[config.mk]
export PLATFORM = sky130hd
export DESIGN_NAME = ex_fwd_hazard_unit_flat
export DESIGN_NICKNAME = d
export VERILOG_FILES = /design/src/rtl/ex_fwd_hazard_unit_if.sv /design/src/rtl/ex_fwd_hazard_unit.sv /design/src/flat_wrapper.sv
export SDC_FILE = /design/constraint.sdc
export NUM_CORES = 1
export LEC_CHECK = 0
export ABC_AREA = 1
export CORE_MARGIN = 4
export CORE_UTILIZATION = 40
export CTS_CLUSTER_SIZE = 28
export DETAILED_ROUTE_END_ITERATION = 10
export GPL_TIMING_DRIVEN = 0
export HOLD_SLACK_MARGIN = 0.03
export PLACE_DENSITY = 0.79
export SLEW_MARGIN = 10
export SYNTH_ARGS = -nofsm -noshare
export SYNTH_HDL_FRONTEND = slang
export SYNTH_SLANG_ARGS = --single-unit
[constraint.sdc]
create_clock -name clk -period 1.76 [get_ports clk]
set_input_delay 0.176 -clock clk [delete_from_list [all_inputs] [get_ports clk]]
set_output_delay 0.176 -clock clk [all_outputs]
set_load 0.01 [all_outputs]
[src/rtl/ex_fwd_hazard_unit_if.sv]
// Pipeline-side bundle of the EX forwarding / load-use hazard unit.
// FWD_STATS_EN adds the statistics counter outputs (stat_fwd, stat_stall).
interface ex_fwd_hazard_unit_if #(
    parameter int unsigned REG_AW = 5,
    parameter int unsigned SELW   = 2
`ifdef FWD_STATS_EN
    ,
    parameter int unsigned CNT_W  = 32
`endif
);
    logic              pipe_en;
    logic              flush;
    logic              idex_valid;
    logic              idex_regWrite;
    logic              idex_memRead;
    logic [REG_AW-1:0] idex_regRD;
    logic [REG_AW-1:0] idex_regRS1;
    logic [REG_AW-1:0] idex_regRS2;
    logic [REG_AW-1:0] ifid_regRS1;
    logic [REG_AW-1:0] ifid_regRS2;
    logic              ifid_rs1_used;
    logic              ifid_rs2_used;
    logic [SELW-1:0]   fwd_sel_a;
    logic [SELW-1:0]   fwd_sel_b;
    logic              stall;
    logic              haz_err;
`ifdef FWD_STATS_EN
    logic [CNT_W-1:0]  stat_fwd;
    logic [CNT_W-1:0]  stat_stall;
`endif

    // Pipeline control side: drives stage fields, consumes selects and stall
    modport master (
        output pipe_en, flush, idex_valid, idex_regWrite, idex_memRead,
               idex_regRD, idex_regRS1, idex_regRS2,
               ifid_regRS1, ifid_regRS2, ifid_rs1_used, ifid_rs2_used,
        input  fwd_sel_a, fwd_sel_b, stall, haz_err
`ifdef FWD_STATS_EN
        ,
        input  stat_fwd, stat_stall
`endif
    );

    // Hazard unit side
    modport slave (
        input  pipe_en, flush, idex_valid, idex_regWrite, idex_memRead,
               idex_regRD, idex_regRS1, idex_regRS2,
               ifid_regRS1, ifid_regRS2, ifid_rs1_used, ifid_rs2_used,
        output fwd_sel_a, fwd_sel_b, stall, haz_err
`ifdef FWD_STATS_EN
        ,
        output stat_fwd, stat_stall
`endif
    );
endinterface

[src/rtl/ex_fwd_hazard_unit.sv]
// EX-stage forwarding select and load-use stall unit with a DEPTH-entry
// in-flight destination tracker. Optional macro FWD_STATS_EN adds saturating
// forward/stall statistics counters.
module ex_fwd_hazard_unit #(
    parameter int unsigned DEPTH    = 2,
    parameter int unsigned LOAD_LAT = 1,
    parameter int unsigned REG_AW   = 5,
    parameter int unsigned CNT_W    = 32
) (
    input  logic               clk,
    input  logic               rst,
    ex_fwd_hazard_unit_if.slave bus
);
    localparam int unsigned SELW = $clog2(DEPTH + 1);
    localparam int unsigned SCW  = (LOAD_LAT > 1) ? $clog2(LOAD_LAT) : 1;

    // Elaboration-time parameter legality
    generate
        if (DEPTH < 2 || DEPTH > 6) begin : gBadDepth
            $error("ex_fwd_hazard_unit: DEPTH must be 2..6");
        end
        if (LOAD_LAT < 1 || LOAD_LAT > DEPTH - 1) begin : gBadLat
            $error("ex_fwd_hazard_unit: LOAD_LAT must be 1..DEPTH-1");
        end
        if (CNT_W < 1) begin : gBadCnt
            $error("ex_fwd_hazard_unit: CNT_W must be at least 1");
        end
    endgenerate

    logic [DEPTH:1]    trkVld;
    logic [DEPTH:1]    trkWr;
    logic [DEPTH:1]    trkLd;
    logic [REG_AW-1:0] trkRd [1:DEPTH];
    logic [SCW-1:0]    scnt;
    logic [SELW-1:0]   selA;
    logic [SELW-1:0]   selB;
    logic              hazA;
    logic              hazB;
    logic              loadUse;
    logic              stallC;

    // In-flight destination tracker: entry 1 takes EX, older entries shift down
    always_ff @(posedge clk) begin
        if (rst) begin
            trkVld <= '0;
            trkWr  <= '0;
            trkLd  <= '0;
            for (int k = 1; k <= int'(DEPTH); k++) begin
                trkRd[k] <= '0;
            end
        end else if (bus.pipe_en) begin
            trkVld[1] <= bus.idex_valid & ~bus.flush;
            trkWr[1]  <= bus.idex_regWrite;
            trkLd[1]  <= bus.idex_memRead;
            trkRd[1]  <= bus.idex_regRD;
            for (int k = 2; k <= int'(DEPTH); k++) begin
                trkVld[k] <= trkVld[k-1];
                trkWr[k]  <= trkWr[k-1];
                trkLd[k]  <= trkLd[k-1];
                trkRd[k]  <= trkRd[k-1];
            end
        end
    end

    // Forward selects: scan oldest to youngest so the youngest match wins
    always_comb begin
        selA = '0;
        selB = '0;
        hazA = 1'b0;
        hazB = 1'b0;
        for (int k = int'(DEPTH); k >= 1; k--) begin
            if (trkVld[k] && trkWr[k] && (trkRd[k] != '0) && (trkRd[k] == bus.idex_regRS1)) begin
                selA = SELW'(k);
                hazA = trkLd[k] && (k <= int'(LOAD_LAT));
            end
            if (trkVld[k] && trkWr[k] && (trkRd[k] != '0) && (trkRd[k] == bus.idex_regRS2)) begin
                selB = SELW'(k);
                hazB = trkLd[k] && (k <= int'(LOAD_LAT));
            end
        end
    end

    // Load in EX feeding the instruction in ID
    always_comb begin
        loadUse = 1'b0;
        if (bus.idex_valid && bus.idex_memRead && bus.idex_regWrite && (bus.idex_regRD != '0)) begin
            loadUse = (bus.ifid_rs1_used && (bus.idex_regRD == bus.ifid_regRS1)) ||
                      (bus.ifid_rs2_used && (bus.idex_regRD == bus.ifid_regRS2));
        end
        stallC = (loadUse || (scnt != '0)) && !bus.flush;
    end

    // Remaining stall cycles after the detect cycle; a redirect abandons the stall
    always_ff @(posedge clk) begin
        if (rst) begin
            scnt <= '0;
        end else if (bus.flush) begin
            scnt <= '0;
        end else if (bus.pipe_en) begin
            if (loadUse && (scnt == '0)) begin
                scnt <= SCW'(LOAD_LAT - 1);
            end else if (scnt != '0) begin
                scnt <= scnt - SCW'(1);
            end
        end
    end

    // Drive the bundle outputs
    always_comb begin
        bus.fwd_sel_a = selA;
        bus.fwd_sel_b = selB;
        bus.stall     = stallC;
        bus.haz_err   = hazA | hazB;
    end

`ifdef FWD_STATS_EN
    logic [CNT_W-1:0] statFwd;
    logic [CNT_W-1:0] statStall;

    // Saturating counters of forwarding cycles and stall cycles
    always_ff @(posedge clk) begin
        if (rst) begin
            statFwd   <= '0;
            statStall <= '0;
        end else begin
            if (bus.pipe_en && ((selA != '0) || (selB != '0)) && (statFwd != '1)) begin
                statFwd <= statFwd + CNT_W'(1);
            end
            if (stallC && (statStall != '1)) begin
                statStall <= statStall + CNT_W'(1);
            end
        end
    end

    // Publish statistics
    always_comb begin
        bus.stat_fwd   = statFwd;
        bus.stat_stall = statStall;
    end
`else
    // Statistics counters not built in this configuration
`endif

endmodule

[src/flat_wrapper.sv]
// flat-port wrapper written by rule: the top's interface ports become plain ports
module ex_fwd_hazard_unit_flat 
#(
    parameter int unsigned DEPTH    = 2,
    parameter int unsigned LOAD_LAT = 1,
    parameter int unsigned REG_AW   = 5,
    parameter int unsigned CNT_W    = 32
)
  (clk, rst, bus_pipe_en, bus_flush, bus_idex_valid, bus_idex_regWrite, bus_idex_memRead, bus_idex_regRD, bus_idex_regRS1, bus_idex_regRS2, bus_ifid_regRS1, bus_ifid_regRS2, bus_ifid_rs1_used, bus_ifid_rs2_used, bus_fwd_sel_a, bus_fwd_sel_b, bus_stall, bus_haz_err);
  ex_fwd_hazard_unit_if #(.REG_AW(REG_AW), .SELW(2)) bus_i ();
  input  logic clk;
  input  logic rst;
  input wire logic [$bits(bus_i.pipe_en)-1:0] bus_pipe_en;
  input wire logic [$bits(bus_i.flush)-1:0] bus_flush;
  input wire logic [$bits(bus_i.idex_valid)-1:0] bus_idex_valid;
  input wire logic [$bits(bus_i.idex_regWrite)-1:0] bus_idex_regWrite;
  input wire logic [$bits(bus_i.idex_memRead)-1:0] bus_idex_memRead;
  input wire logic [$bits(bus_i.idex_regRD)-1:0] bus_idex_regRD;
  input wire logic [$bits(bus_i.idex_regRS1)-1:0] bus_idex_regRS1;
  input wire logic [$bits(bus_i.idex_regRS2)-1:0] bus_idex_regRS2;
  input wire logic [$bits(bus_i.ifid_regRS1)-1:0] bus_ifid_regRS1;
  input wire logic [$bits(bus_i.ifid_regRS2)-1:0] bus_ifid_regRS2;
  input wire logic [$bits(bus_i.ifid_rs1_used)-1:0] bus_ifid_rs1_used;
  input wire logic [$bits(bus_i.ifid_rs2_used)-1:0] bus_ifid_rs2_used;
  output wire logic [$bits(bus_i.fwd_sel_a)-1:0] bus_fwd_sel_a;
  output wire logic [$bits(bus_i.fwd_sel_b)-1:0] bus_fwd_sel_b;
  output wire logic [$bits(bus_i.stall)-1:0] bus_stall;
  output wire logic [$bits(bus_i.haz_err)-1:0] bus_haz_err;
  assign bus_i.pipe_en = bus_pipe_en;
  assign bus_i.flush = bus_flush;
  assign bus_i.idex_valid = bus_idex_valid;
  assign bus_i.idex_regWrite = bus_idex_regWrite;
  assign bus_i.idex_memRead = bus_idex_memRead;
  assign bus_i.idex_regRD = bus_idex_regRD;
  assign bus_i.idex_regRS1 = bus_idex_regRS1;
  assign bus_i.idex_regRS2 = bus_idex_regRS2;
  assign bus_i.ifid_regRS1 = bus_ifid_regRS1;
  assign bus_i.ifid_regRS2 = bus_ifid_regRS2;
  assign bus_i.ifid_rs1_used = bus_ifid_rs1_used;
  assign bus_i.ifid_rs2_used = bus_ifid_rs2_used;
  assign bus_fwd_sel_a = bus_i.fwd_sel_a;
  assign bus_fwd_sel_b = bus_i.fwd_sel_b;
  assign bus_stall = bus_i.stall;
  assign bus_haz_err = bus_i.haz_err;
  ex_fwd_hazard_unit #(.DEPTH(DEPTH), .LOAD_LAT(LOAD_LAT), .REG_AW(REG_AW), .CNT_W(CNT_W)) u_core (.clk(clk), .rst(rst), .bus(bus_i));
endmodule
## Word-level counts from Yosys, hierarchy flattened

Memory sizes are Yosys's and may differ from the RTL's.
Cells that the tools add are included.

- Memories: 1
- Bits in writable memories: 10
- Bits of input ports: 34
- Register bits: 6

Memories:

| name | words | bits a word | rd ports | clocked after memory_dff | wr ports | RTL line | RTL |
|---|---|---|---|---|---|---|---|
| u_core.trkRd | 2 | 5 | 2 | 0 | 2 | ex_fwd_hazard_unit.sv:33 | `logic [REG_AW-1:0] trkRd [1:DEPTH];` |

- Muxes and demuxes: 16
- Bitwise operators: 6
- Equality and inequality tests: 6
- $add $sub $neg: 1
- Reductions and logical operators: 22

Operators with widths:

| operator | count |
|---|---|
| $eq A5 B5 Y1 | 6 |
| $logic_and A1 B1 Y1 | 15 |
| $reduce_bool A5 Y1 | 3 |
| $mux W1 | 10 |
| $mux W5 | 2 |
| $mux W2 | 4 |
| $or A1 B1 Y1 | 3 |
| $logic_or A1 B1 Y1 | 2 |
| $not A1 Y1 | 2 |
| $reduce_or A2 Y1 | 1 |
| $and A1 B1 Y1 | 1 |
| $logic_not A1 Y1 | 1 |
| $sub A1 B1 Y1 const B | 1 |

## Longest topological paths before layout

Gate-level depths: netlist of run 1.

- Depth after elaboration: 6
- Mapped depth: 8
- Mapped depth without buffers: 8

## Least setup slack after synthesis of run 1

No wires, ideal clock.

- Kind: register -> output
- Start point: mem u_core.trkRd[1][1]
- End point: out bus_fwd_sel_a[1]
- Data required time: 1.584 ns
- Setup slack: 0.519 ns
- Arrival: 1.065 ns
- Stages on the path, launching flop included: 9
- Path through: edfxtp_1 inv_1 nand2_1 nand2_1 inv_1 nor2_1 nand3_1 nor2_2 nor2_1

RTL lines:

| item | RTL line | RTL |
|---|---|---|
| start, declared | ex_fwd_hazard_unit.sv:33 |  |
| end, declared | flat_wrapper.sv:25 | `output wire logic [$bits(bus_i.fwd_sel_a)-1:0] bus_fwd_sel_a;` |

==> results of run 1 <==
-- cells in the final DEF (no fill, tap or decap), drive strengths merged --
master	instances
or2	1
xor2	5
buf	15
o22ai	2
nand4	4
clkdlybuf4s50	33
o21bai	1
edfxtp	10
o32ai	1
inv	36
nor2	38
dfxtp	5
a21oi	1
xnor2	12
o21ai	5
nand2	49
clkbuf	8
nand3	9
-- tightest hold or removal path, delay by kind of cell (launching register included) --
family / cells / cell delay (ns)
buffers and inverters: 1 / 0.05
flip-flops: 1 / 0.32
AO/OA/AOI/OAI: 1 / 0.06
-- layout make-up --
cell class,instances,area [um2]
buffer,2,8.758
clock buffer,4,26.28
fill,284,1067
inverter,36,137.6
multi-input combinational,128,628.1
sequential,15,400.4
tap,31,38.79
timing repair buffer,50,450.4
-- registers in the layout (all words and copies together) (netlist names) --
| name | flops |
|---|---|
| u_core.trkLd | 1 |
| u_core.trkWr | 2 |
| u_core.trkVld | 2 |
| u_core.trkRd | 10 |
-- report_power, final --
group	switching [mW]	internal (mW)
combinational	0.128	0.158
clock	0.100	0.0878
sequential	0.0222	0.399
total	0.250	0.645
-- cell families (layout without fill, tap and decap cells) --
group | count (synthesis) | after routing | share of synthesized area, %
flops | 15 | 15 | 34.52
xor+xnor | 17 | 17 | 12.84
buf+inv | 38 | 92 | 12.40
simple gates | 101 | 101 | 35.17
compound gates | 10 | 10 | 5.070
-- timing repair --
item,4_1_cts,5_1_grt
pin swaps,5,5
buffers inserted,8,3
gates resized for setup,21,10
setup endpoints to repair,6,6
-- per-layer routing --
metal | up-vias | part of all wire (%)
met5 | - | 0
met4 | 0 | 1.4
met3 | 4 | 7.6
met2 | 41 | 47
met1 | 518 | 44
li1 | 661 | -
-- worst paths after layout --
path | to | cells after the start | slack [ns] | startpoint
worst max-delay path | bus_fwd_sel_a[1] | 11 | -0.03 | u_core.trkRd[1][1]
worst min-delay path | u_core.trkVld[2] | 2 | 0.48 | u_core.trkVld[2]
worst max register to register | u_core.trkRd[2][1] | 9 | 0.26 | u_core.trkRd[1][1]
worst min register to register | u_core.trkVld[2] | 2 | 0.48 | u_core.trkVld[2]
-- through the flow --
stage / hold slack [ns] / power [mW]
2_1_floorplan: 0.2946 / 0.5574
3_3_place_gp: 0.4531 / 0.6702
3_5_place_dp: 0.4613 / 0.6751
4_1_cts: 0.4782 / 0.8883
5_1_grt: 0.5101 / 0.9562
6_report: 0.4813 / 0.8957
==> summary by stage, run 1 <==
Floorplan
The die covers 3825 um2. The region available for standard cell placement spans roughly 2800 um2. The initial standard-cell utilization of the core is between 40% and 50%.

The die is 61.85 um wide. The vertical extent of the die is about 62 um. Pin placement for this block handled 40 I/O pins. The number of placement rows is 19.

Timing
The post-route fraction of the period consumed by the critical path is 101.5%. Static timing analysis puts the maximum clock frequency at about 560 MHz. Clock skew on the completed layout was measured at approximately 0.0037 ns.

In the post-route analysis, the smallest setup slack over all paths is -0.02685 ns. The worst relative slew slack is between 50% and 60%. The final period demand of the worst path is between 1.5 and 2 ns.

The max-slew violation total from the final report is 0. Setup repair after global routing could not meet its margin everywhere. The final hold violation count is 0.

Setup violations remaining at the end of the flow were counted as 2. The post-route setup TNS is -0.03562 ns. The actual slew at the worst max-slew pin is approximately 0.69 ns.

Setup path
Data arrives at the worst endpoint at approximately 1.6 ns. The biggest cell delay along the critical path is 0.44 ns. The critical path goes through buf_6, inv_4, buf_6, nand2_2, nand2_2, inv_2, nor2_2, nand3_1, nor2_2, nor2_1, buf_2. For the worst setup path, the data required time is about 1.6 ns. The worst setup path is captured at an output port. The count of buffer and inverter cells on the critical path is 5.

The critical path is of the flop to output port type. In this design, the largest share of critical-path delay is due to buffers and inverters. The maximum fanout count along the critical path is 3. The kind of start point of the critical path is a flop.

The cell at the slowest stage of the critical path is sky130_fd_sc_hd__edfxtp_1.

Layout
The number of antenna diodes in the final layout is 0. The fraction of the core area covered by cells at the end of the flow is roughly three fifths. The area of all placed cells without fillers is ~1700 um2. Once layout is complete, the cells apart from fillers number 266.

The number of nets at the end of the flow is 270. The area growth from synthesis to layout is 45.74%. The fraction of layout instances using a drive strength above 1 is about 15%.

Global route
The met3 track utilization from global routing is approximately 1.7%. The first global-routing pass estimated between 4 and 5 mm of wire. The number of global-route vias before repair is ~1,100. The met2 global-route usage is between 20% and 30%. Global routing consumed, on the met1 layer, around 17% of the routing resources. The initial antenna violation count is 0. The overall overflow remaining after global route is 0. Global routing consumed, over all layers together, between 10 and 15% of the routing resources. Entering global routing, the biggest net connects 16 pins. The busiest metal layer after global routing is met2.

Place
The final estimated routing congestion in global placement is approximately 0.80. OpenSTA, run right after detailed placement, puts the worst setup slack at -0.2210 ns. The detailed-placement wirelength estimate is around 2.1 mm. Summing all placed instances gives a cell area of between 1500 and 2000 um2.

The port buffer count is 39. The instance count after placement with tap cells included is around 250.

CTS
The root buffer cell chosen for the clock tree is sky130_fd_sc_hd__clkbuf_4. The number of H-tree branching levels is 1. The clock latency on the worst-skew pair is about 0.27 ns.

TritonCTS built the clock tree. No sink is reached through more buffers than the 2 on the longest clock path. The clock edge transition at the registers on the reported setup and hold paths is 0.08 ns.

Counting every sink on the clock net gives 15. The number of buffers inserted during clock tree synthesis is 3. The total of hold buffers inserted after clock tree synthesis is 0.

Flow run
The number of max-cap violations is 0.

Drt
The via density per instance is about 4.6. The number of iterations in the first detailed-routing pass is 4. The detailed router finished its first iteration with 35 violations. For this run, design rule violations remaining after detail routing come to 0.

The detailed router placed 1,224 vias in this run. The per-cell routed wire length is 10.04 um. The routed wire length is 2.671 mm. The remaining number of nets flagged by the antenna check after routing is 0.

Synth
The post-synth net total is 215. The proportion of synthesized flip-flops having asynchronous set or reset is 0%. The cell area after technology mapping is roughly 1200 um2.

Sorting the synthesized cells by area gives the leading types as sky130_fd_sc_hd__edfxtp_1 (26%), sky130_fd_sc_hd__nand2_1 (16%), sky130_fd_sc_hd__nor2_1 (12%), sky130_fd_sc_hd__inv_1 (9.7%), sky130_fd_sc_hd__xnor2_1 (9.1%). The largest total area in the synthesized netlist belongs to sky130_fd_sc_hd__edfxtp_1. Dividing the synthesized area by the synthesized cell count gives roughly 6.4 um2.

The share of the Yosys chip area taken by registers is ~35%. After synthesis, the netlist uses 20 different library cells. The most instantiated library cell after synthesis is sky130_fd_sc_hd__nand2_1.

The cell count after synthesis came out at roughly 180. The top cell type by area accounts for 25.89% of the synthesized area. The register bit count reported by yosys is 15. Sorting the synthesized cells by how often they occur yields sky130_fd_sc_hd__nand2_1 (49), sky130_fd_sc_hd__nor2_1 (36), sky130_fd_sc_hd__inv_1 (30), sky130_fd_sc_hd__xnor2_1 (12), sky130_fd_sc_hd__edfxtp_1 (10). The count of flip-flops with a built-in enable after synthesis is 10.

The number of warnings issued by yosys is 0. For this run, the leading register cell type out of synthesis is sky130_fd_sc_hd__edfxtp_1.

Pwr
Across the VDD grid, the largest voltage drop is about 290 uV. The power density normalized to cell area is between 500 and 600 nW/um2. The static leakage power is slightly above 0.8 nW.

Outcome
The checks that failed: setup timing. The flow ran to the end, but the final reports show violations.

Min path
The path category of the worst min-delay check is flop to flop.
Note: power is estimated with default switching activity, not from simulation.
==> inputs of run 2 (changes only) <==
==> constraint.sdc (replaced) <==
create_clock -name clk -period 1.98 [get_ports clk]
set_input_delay 0.198 -clock clk [delete_from_list [all_inputs] [get_ports clk]]
set_output_delay 0.198 -clock clk [all_outputs]
set_load 0.01 [all_outputs]
==> run 2 against run 1 <==
  * The flow now finishes without violations
  * First-iteration DRC count decreased by 20%
  * Via count decreased by 4.0%
  * Highest routed layer unchanged
  * Power decreased by 15%
  * Flip-flop and latch count unchanged
==> summary by stage, run 2 (synthesis gave the netlist of run 1 again) <==
Global route
The global-route met1 utilization is 16.73%. Entering global routing, the biggest net connects 16 pins. The number of global-route vias before repair is 1,037.

The met3 track utilization from global routing is about 1.7%. The first global-routing pass estimated 4.015 mm of wire. For this run, the total global-route usage over all layers was measured as about 14%.

met2 is the most crowded layer. The initial antenna violation count is 0. Global routing consumed, on the met2 layer, around a quarter of the routing resources. Summed over all layers, the global routing overflow is 0.

Layout
The area of all placed cells without fillers is around 1600 um2. The area growth from synthesis to layout is 40.24%. u_core.trkRd holds more flip-flops than any other register. Leaving out fill and tap cells, the most frequent cell in the layout is sky130_fd_sc_hd__nand2_1. The number of nets at the end of the flow is 261.

For this run, the number of standard cells in the final layout without fillers is 257. The flip-flop count of the largest register after layout is 10. The fill cell total of the finished layout is 300. The repair_antennas step left the layout with diodes totalling 0. The fraction of layout instances using a drive strength above 1 is around 6.6%. The largest registers in the layout are u_core.trkRd: 10 flops, u_core.trkVld: 2 flops, u_core.trkWr: 2 flops.

In the layout the commonest cells are sky130_fd_sc_hd__nand2_1 (49), sky130_fd_sc_hd__nor2_1 (36), sky130_fd_sc_hd__clkdlybuf4s50_1 (33).

Drt
For this run, design rule violations remaining after detail routing come to 0. The number of iterations in the first detailed-routing pass is 4. In the final routed layout, each cell accounts on average for 9.638 um.

Dividing the detail-routed via count by the number of cells gives 4.572. The remaining number of nets flagged by the antenna check after routing is 0. The count of routing violations after the opening detailed-route iteration is 28.

The routed wire length is ~2.5 mm. The number of vias after detailed routing is roughly 1,200.

Floorplan
The number of placement rows is 19. The vertical extent of the die is 61.85 um. The die width is slightly above 60 um. Once the floorplan was initialized, standard cells occupied between 40% and 50% of the core.

During I/O placement, the number of pins put on the boundary was 40. The die outline area is 3825 um2. The placeable core area is roughly 2800 um2.

Timing
The post-route fraction of the period consumed by the critical path is roughly 93%. Clock skew on the completed layout was measured at 0.003721 ns. The maximum clock rate is 544.5 MHz.

Setup repair after global routing left no endpoint under its margin. Across all hold checks on the routed design, the worst slack comes to roughly 0.48 ns. The final period demand of the worst path is roughly 1.8 ns. The worst pin sits at a relative slew slack of a little over half. At the pin with the least slew margin, the transition time is approximately 0.7 ns. The max-slew violation total from the final report came to 0. The number of endpoints failing setup at the final stage is 0. The final hold violation count is 0.

Place
Detailed placement ended at an HPWL of 2.098 mm. The final estimated routing congestion in global placement is ~0.80. Once placement completed, the tool counted placed cells totaling about 250. The port buffer count is 39. The instance area after placement is between 1500 and 2000 um2.

Pwr
The power density normalized to cell area is around 470 nW/um2. The completed layout was analyzed and its total power is ~0.76 mW. The highest ir drop seen on vdd is between 200 and 300 uV. The static leakage power is 0.8120 nW.

CTS
The total of hold buffers inserted after clock tree synthesis is 0. The number of clock sinks is 15. Clock latency on the worst-skew pair, taken at its later pin, is between 0.2 and 0.3 ns. In this run, CTS created clock tree buffers numbering 3. TritonCTS built the clock tree. The clock edge transition at the registers on the reported setup and hold paths is around 0.080 ns. The clock tree root driver cell is sky130_fd_sc_hd__clkbuf_4. CTS built an H-tree with a depth of 1. Counting along the longest clock path gives a buffer depth of 2.

Setup path
In this design, the stage delay of the slowest critical-path cell is approximately 0.45 ns. The count of buffer and inverter cells on the critical path is 3. The signal on the critical path passes through buf_4, xor2_1, inv_1, nand3_1, nor2_2, nor2_1, dlygate4sd2_1.

The nature of the critical path endpoint is an output port. The cell class contributing the biggest share of worst-path delay is buffers and inverters. The data required time at the worst endpoint is ~1.8 ns. The cell at the slowest stage of the critical path is sky130_fd_sc_hd__edfxtp_1. The launching element of the worst setup path is u_core.trkRd[1][4]. The startpoint of the worst-slack reg-to-reg timing path is u_core.trkRd[1][4].

The arrival time at the worst endpoint is roughly 1.6 ns. The kind of start point of the critical path is a flop. The maximum fanout count along the critical path is 4. The critical path is of the flop to output port type.

Outcome
The flow ran to the end, and the final reports show no timing, DRC or antenna violations.

Flow run
The number of max-cap violations is 0.

Min path
The tightest min-delay check is of the flop to flop type. The startpoint identified for the worst hold timing path is u_core.trkVld[2].
==> run 2: layout make-up <==
class / instances / area, um2 / share of cell area [%]
repair buffers: 41 / 401.6 / 24.69
clock buffers: 4 / 26.28 / 1.615
inverters: 36 / 135.1 / 8.308
plain buffers: 2 / 8.758 / 0.5385
well taps: 31 / 38.79 / 2.385
flip-flops and latches: 15 / 400.4 / 24.62
multi-input cells: 128 / 615.6 / 37.85
==> run 2: per-layer routing <==
layer  vias to the layer above  wire length [um]
li1                        640                 -
met1                       494              1112
met2                        37              1129
met3                         4               197
met4                         0                38
met5                         -                 0
==> run 2: path summary, 6_finish.rpt <==
kind,end,slack (ns),depth (start not counted)
worst max-delay path,bus_fwd_sel_a[1],0.14,7
worst min-delay path,u_core.trkVld[2],0.48,2
worst max register to register,u_core.trkRd[2][4],1.06,3
worst min register to register,u_core.trkVld[2],0.48,2
==> run 2: timing repair <==
action	4_1_cts	5_1_grt
resized for setup	6	1
endpoints found under the hold margin	0	0
pin swaps	1	1
endpoints found under the setup margin	5	1
setup buffers	2	0
==> run 2: metrics by stage <==
| step | util (%) | setup TNS [ns] | worst slack, ns |
|---|---|---|---|
| after floorplan | - | 0 | 0.7174 |
| after global placement | 57.62 | -0.05510 | -0.05510 |
| after detailed placement | 57.62 | -0.08417 | -0.04500 |
| after CTS | 58.89 | 0 | 0.009971 |
| after global routing | 58.98 | 0 | 0.01825 |
| final | 58.98 | 0 | 0.1435 |
==> run 2: worst reg2reg max path, delay by kind of cell (launching register included) <==
kind | cells | cell delay (ns)
and+or+nand+nor | 1 | 0.04
DFF | 1 | 0.45
buffers and inverters | 2 | 0.21
==> run 2: power breakdown <==
group	leakage (nW)	internal [mW]	switching [mW]	total (mW)
clock network	0.0150	0.0780	0.0889	0.167
logic	0.646	0.120	0.102	0.221
registers	0.151	0.355	0.0203	0.375
total	0.812	0.553	0.211	0.764
==> inputs of run 3 (changes only) <==
--- a/config.mk
+++ b/config.mk
@@ -10,10 +10,9 @@
 export CORE_UTILIZATION = 40
 export CTS_CLUSTER_SIZE = 28
 export DETAILED_ROUTE_END_ITERATION = 10
-export GPL_TIMING_DRIVEN = 0
 export HOLD_SLACK_MARGIN = 0.03
 export PLACE_DENSITY = 0.79
-export SLEW_MARGIN = 10
+export SLEW_MARGIN = 20
 export SYNTH_ARGS = -nofsm -noshare
 export SYNTH_HDL_FRONTEND = slang
 export SYNTH_SLANG_ARGS = --single-unit
==> run 3 against run 2 <==
  * Critical path depth unchanged
  * Flip-flop and latch count unchanged
  * Utilization up 0.091 points
  * Critical path type unchanged
  * Largest cell class unchanged
  * Largest power group unchanged
  * Highest routed layer unchanged
==> summary by stage, run 3 (synthesis gave the netlist of run 1 again) <==
Drt
The number of vias after detailed routing is about 1,200. For this block, the routed nets add up to ~2.5 mm of wire. Dividing the detail-routed wire length by the instance count gives between 9 and 10 um. The count of routing violations after the opening detailed-route iteration is 24. The count of nets left with antenna violations once routing finished came out at 0. For this run, design rule violations remaining after detail routing come to 0.

The first detailed-routing pass ran for 4 iterations. Dividing the detail-routed via count by the number of cells gives approximately 4.5.

Layout
The largest register by flop count is u_core.trkRd. The area growth from synthesis to layout is 40.45%. The fraction of layout instances using a drive strength above 1 is 6.637%. The most frequent standard cell in the layout excluding fill and tap cells is sky130_fd_sc_hd__nand2_1. Summing all non-filler instances in the final layout gives an area of between 1500 and 2000 um2. In the layout the commonest cells are sky130_fd_sc_hd__nand2_1 (49), sky130_fd_sc_hd__nor2_1 (36), sky130_fd_sc_hd__clkdlybuf4s50_1 (33). At the end of the flow, the number of nets in the layout was between 200 and 300. In the final layout, the registers with the most flip-flops are u_core.trkRd: 10 flops, u_core.trkVld: 2 flops, u_core.trkWr: 2 flops. The register with the most flip-flops in the layout has 10 of them. The final antenna diode count is 0.

Setup path
The signal on the critical path passes through nor2_1, nand3_1, nand2_1, inv_1, nand4_1, nand2_1, dlygate4sd2_1. The nature of the critical path endpoint is an output port. The cell class contributing the biggest share of worst-path delay is flip-flops. The cell seen most often among critical-path stages is sky130_fd_sc_hd__nand2_1. The kind of start point of the critical path is a flop. Along the worst path, the maximum fanout reaches 5.

The largest single stage delay on the critical path is approximately 0.49 ns. The startpoint-to-endpoint class of the critical path is flop to output port. The arrival time at the worst endpoint is around 1.6 ns. The slowest stage of the critical path is the sky130_fd_sc_hd__edfxtp_1 cell. The count of buffer and inverter cells on the critical path is 2.

For the worst setup path, the data required time is ~1.8 ns.

Global route
Entering global routing, the biggest net connects 16 pins. The overall overflow remaining after global route is 0. The number of global-route vias before repair is 1,015. The first global-routing pass estimated roughly 3.8 mm of wire. The total routing usage reported by global routing is between 10% and 20%.

The initial antenna violation count is 0.

Timing
The final hold violation count is 0. Setup violations remaining at the end of the flow were counted as 0. Setup repair after global routing left no endpoint under its margin. The final period demand of the worst path is 1.788 ns. The max-slew violation total from the final report is 0.

The final critical path takes up ~90% of the cycle. Headroom to the max-slew limit came out at 69.64%. The clock arrives with 0.001984 ns of skew. The maximum clock rate is 559.1 MHz.

The worst-case setup margin in the final layout is ~0.19 ns. At the pin with the least slew margin, the transition time is roughly 0.45 ns.

Floorplan
The vertical extent of the die is about 62 um. Measured along the x axis, the die boundary spans slightly above 60 um. 40 I/O pins were placed. The placeable core area is around 2800 um2. The die covers about 3800 um2. For this configuration, the core starts out at a cell density of a little over two fifths. After floorplanning, the core was divided into 19 placement rows.

CTS
The root buffer cell chosen for the clock tree is sky130_fd_sc_hd__clkbuf_4. CTS built an H-tree with a depth of 1. The number of clock sinks is 15. The longest clock path from root to sink contains 2 buffers. The total of hold buffers inserted after clock tree synthesis is 0.

The number of buffers inserted during clock tree synthesis is 3. The clock tree from TritonCTS is yes. The clock latency on the worst-skew pair is between 0.2 and 0.3 ns. Clock-pin slew was measured on the worst setup and hold paths at 0.08 ns.

Flow run
The number of max-cap violations is 0.

Place
The count of buffers added on input and output ports is 39. The final estimated routing congestion in global placement is 0.7943. The detailed-placement wirelength estimate is slightly above 2 mm. In this run the cell area measured after placement is approximately 1600 um2. The setup slack at placement is -0.02556 ns.

Pwr
The power density normalized to cell area is between 400 and 500 nW/um2. The highest ir drop seen on vdd is 329.4 uV. For this design the static power due to leakage is 0.8036 nW. The final total power is between 0.7 and 0.8 mW.

Outcome
The run finished with clean final reports.

Min path
The path class of the tightest hold or removal check is flop to flop.
## run 3: area by class of cell
| type | count | area [um2] |
|---|---|---|
| sequential | 15 | 400.4 |
| clock buffer | 4 | 26.28 |
| fill | 290 | 1129 |
| inverter | 36 | 135.1 |
| timing repair buffer | 43 | 412.9 |
| multi-input combinational | 128 | 615.6 |
| tap | 31 | 38.79 |
## run 3: final timing paths
check                           slack, ns                  to  depth (start not counted)               start
worst min-delay path                 0.47     u_core.trkWr[2]                          2     u_core.trkWr[2]
worst max register to register       1.09  u_core.trkRd[2][0]                          2  u_core.trkRd[1][0]
worst min register to register       0.47     u_core.trkWr[2]                          2     u_core.trkWr[2]
worst max-delay path                 0.19         bus_haz_err                          7  u_core.trkRd[1][0]
## run 3: power breakdown
| group | internal, mW | switching (mW) | total, mW |
|---|---|---|---|
| registers | 0.355 | 0.0190 | 0.374 |
| clock network | 0.0780 | 0.0875 | 0.166 |
| logic | 0.120 | 0.101 | 0.222 |
| total | 0.553 | 0.208 | 0.761 |
## run 3: what timing repair did
item	4_1_cts	5_1_grt
resized for setup	6	0
setup endpoints to repair	6	0
buffers inserted	1	0
## run 3: metrics by stage
| step | setup TNS [ns] | hold WS [ns] | instances | util, % |
|---|---|---|---|---|
| 3_5_place_dp | -0.04623 | 0.4571 | 252 | 58.12 |
| 3_3_place_gp | -0.01343 | 0.4547 | 252 | 58.12 |
| 6_report | 0 | 0.4701 | 257 | 59.07 |
| 2_1_floorplan | 0 | 0.3166 | 181 | - |
| 5_1_grt | 0 | 0.5122 | 257 | 59.07 |
| 4_1_cts | 0 | 0.4714 | 257 | 59.07 |
## run 3: routing by layer
metal | track usage (%) | routed length (um) | vias up
met3 | 1.860 | 175 | 2
li1 | - | - | 641
met1 | 14.79 | 1131 | 488
met2 | 24.51 | 1122 | 37
met4 | 5.455 | 21 | 0
met5 | 0 | 0 | -
## run 3: tightest hold or removal path, cell delays in order, from the launching register on
cell	delay [ns]
sky130_fd_sc_hd__dfxtp_1	0.31
sky130_fd_sc_hd__inv_1	0.05
sky130_fd_sc_hd__o22ai_1	0.06
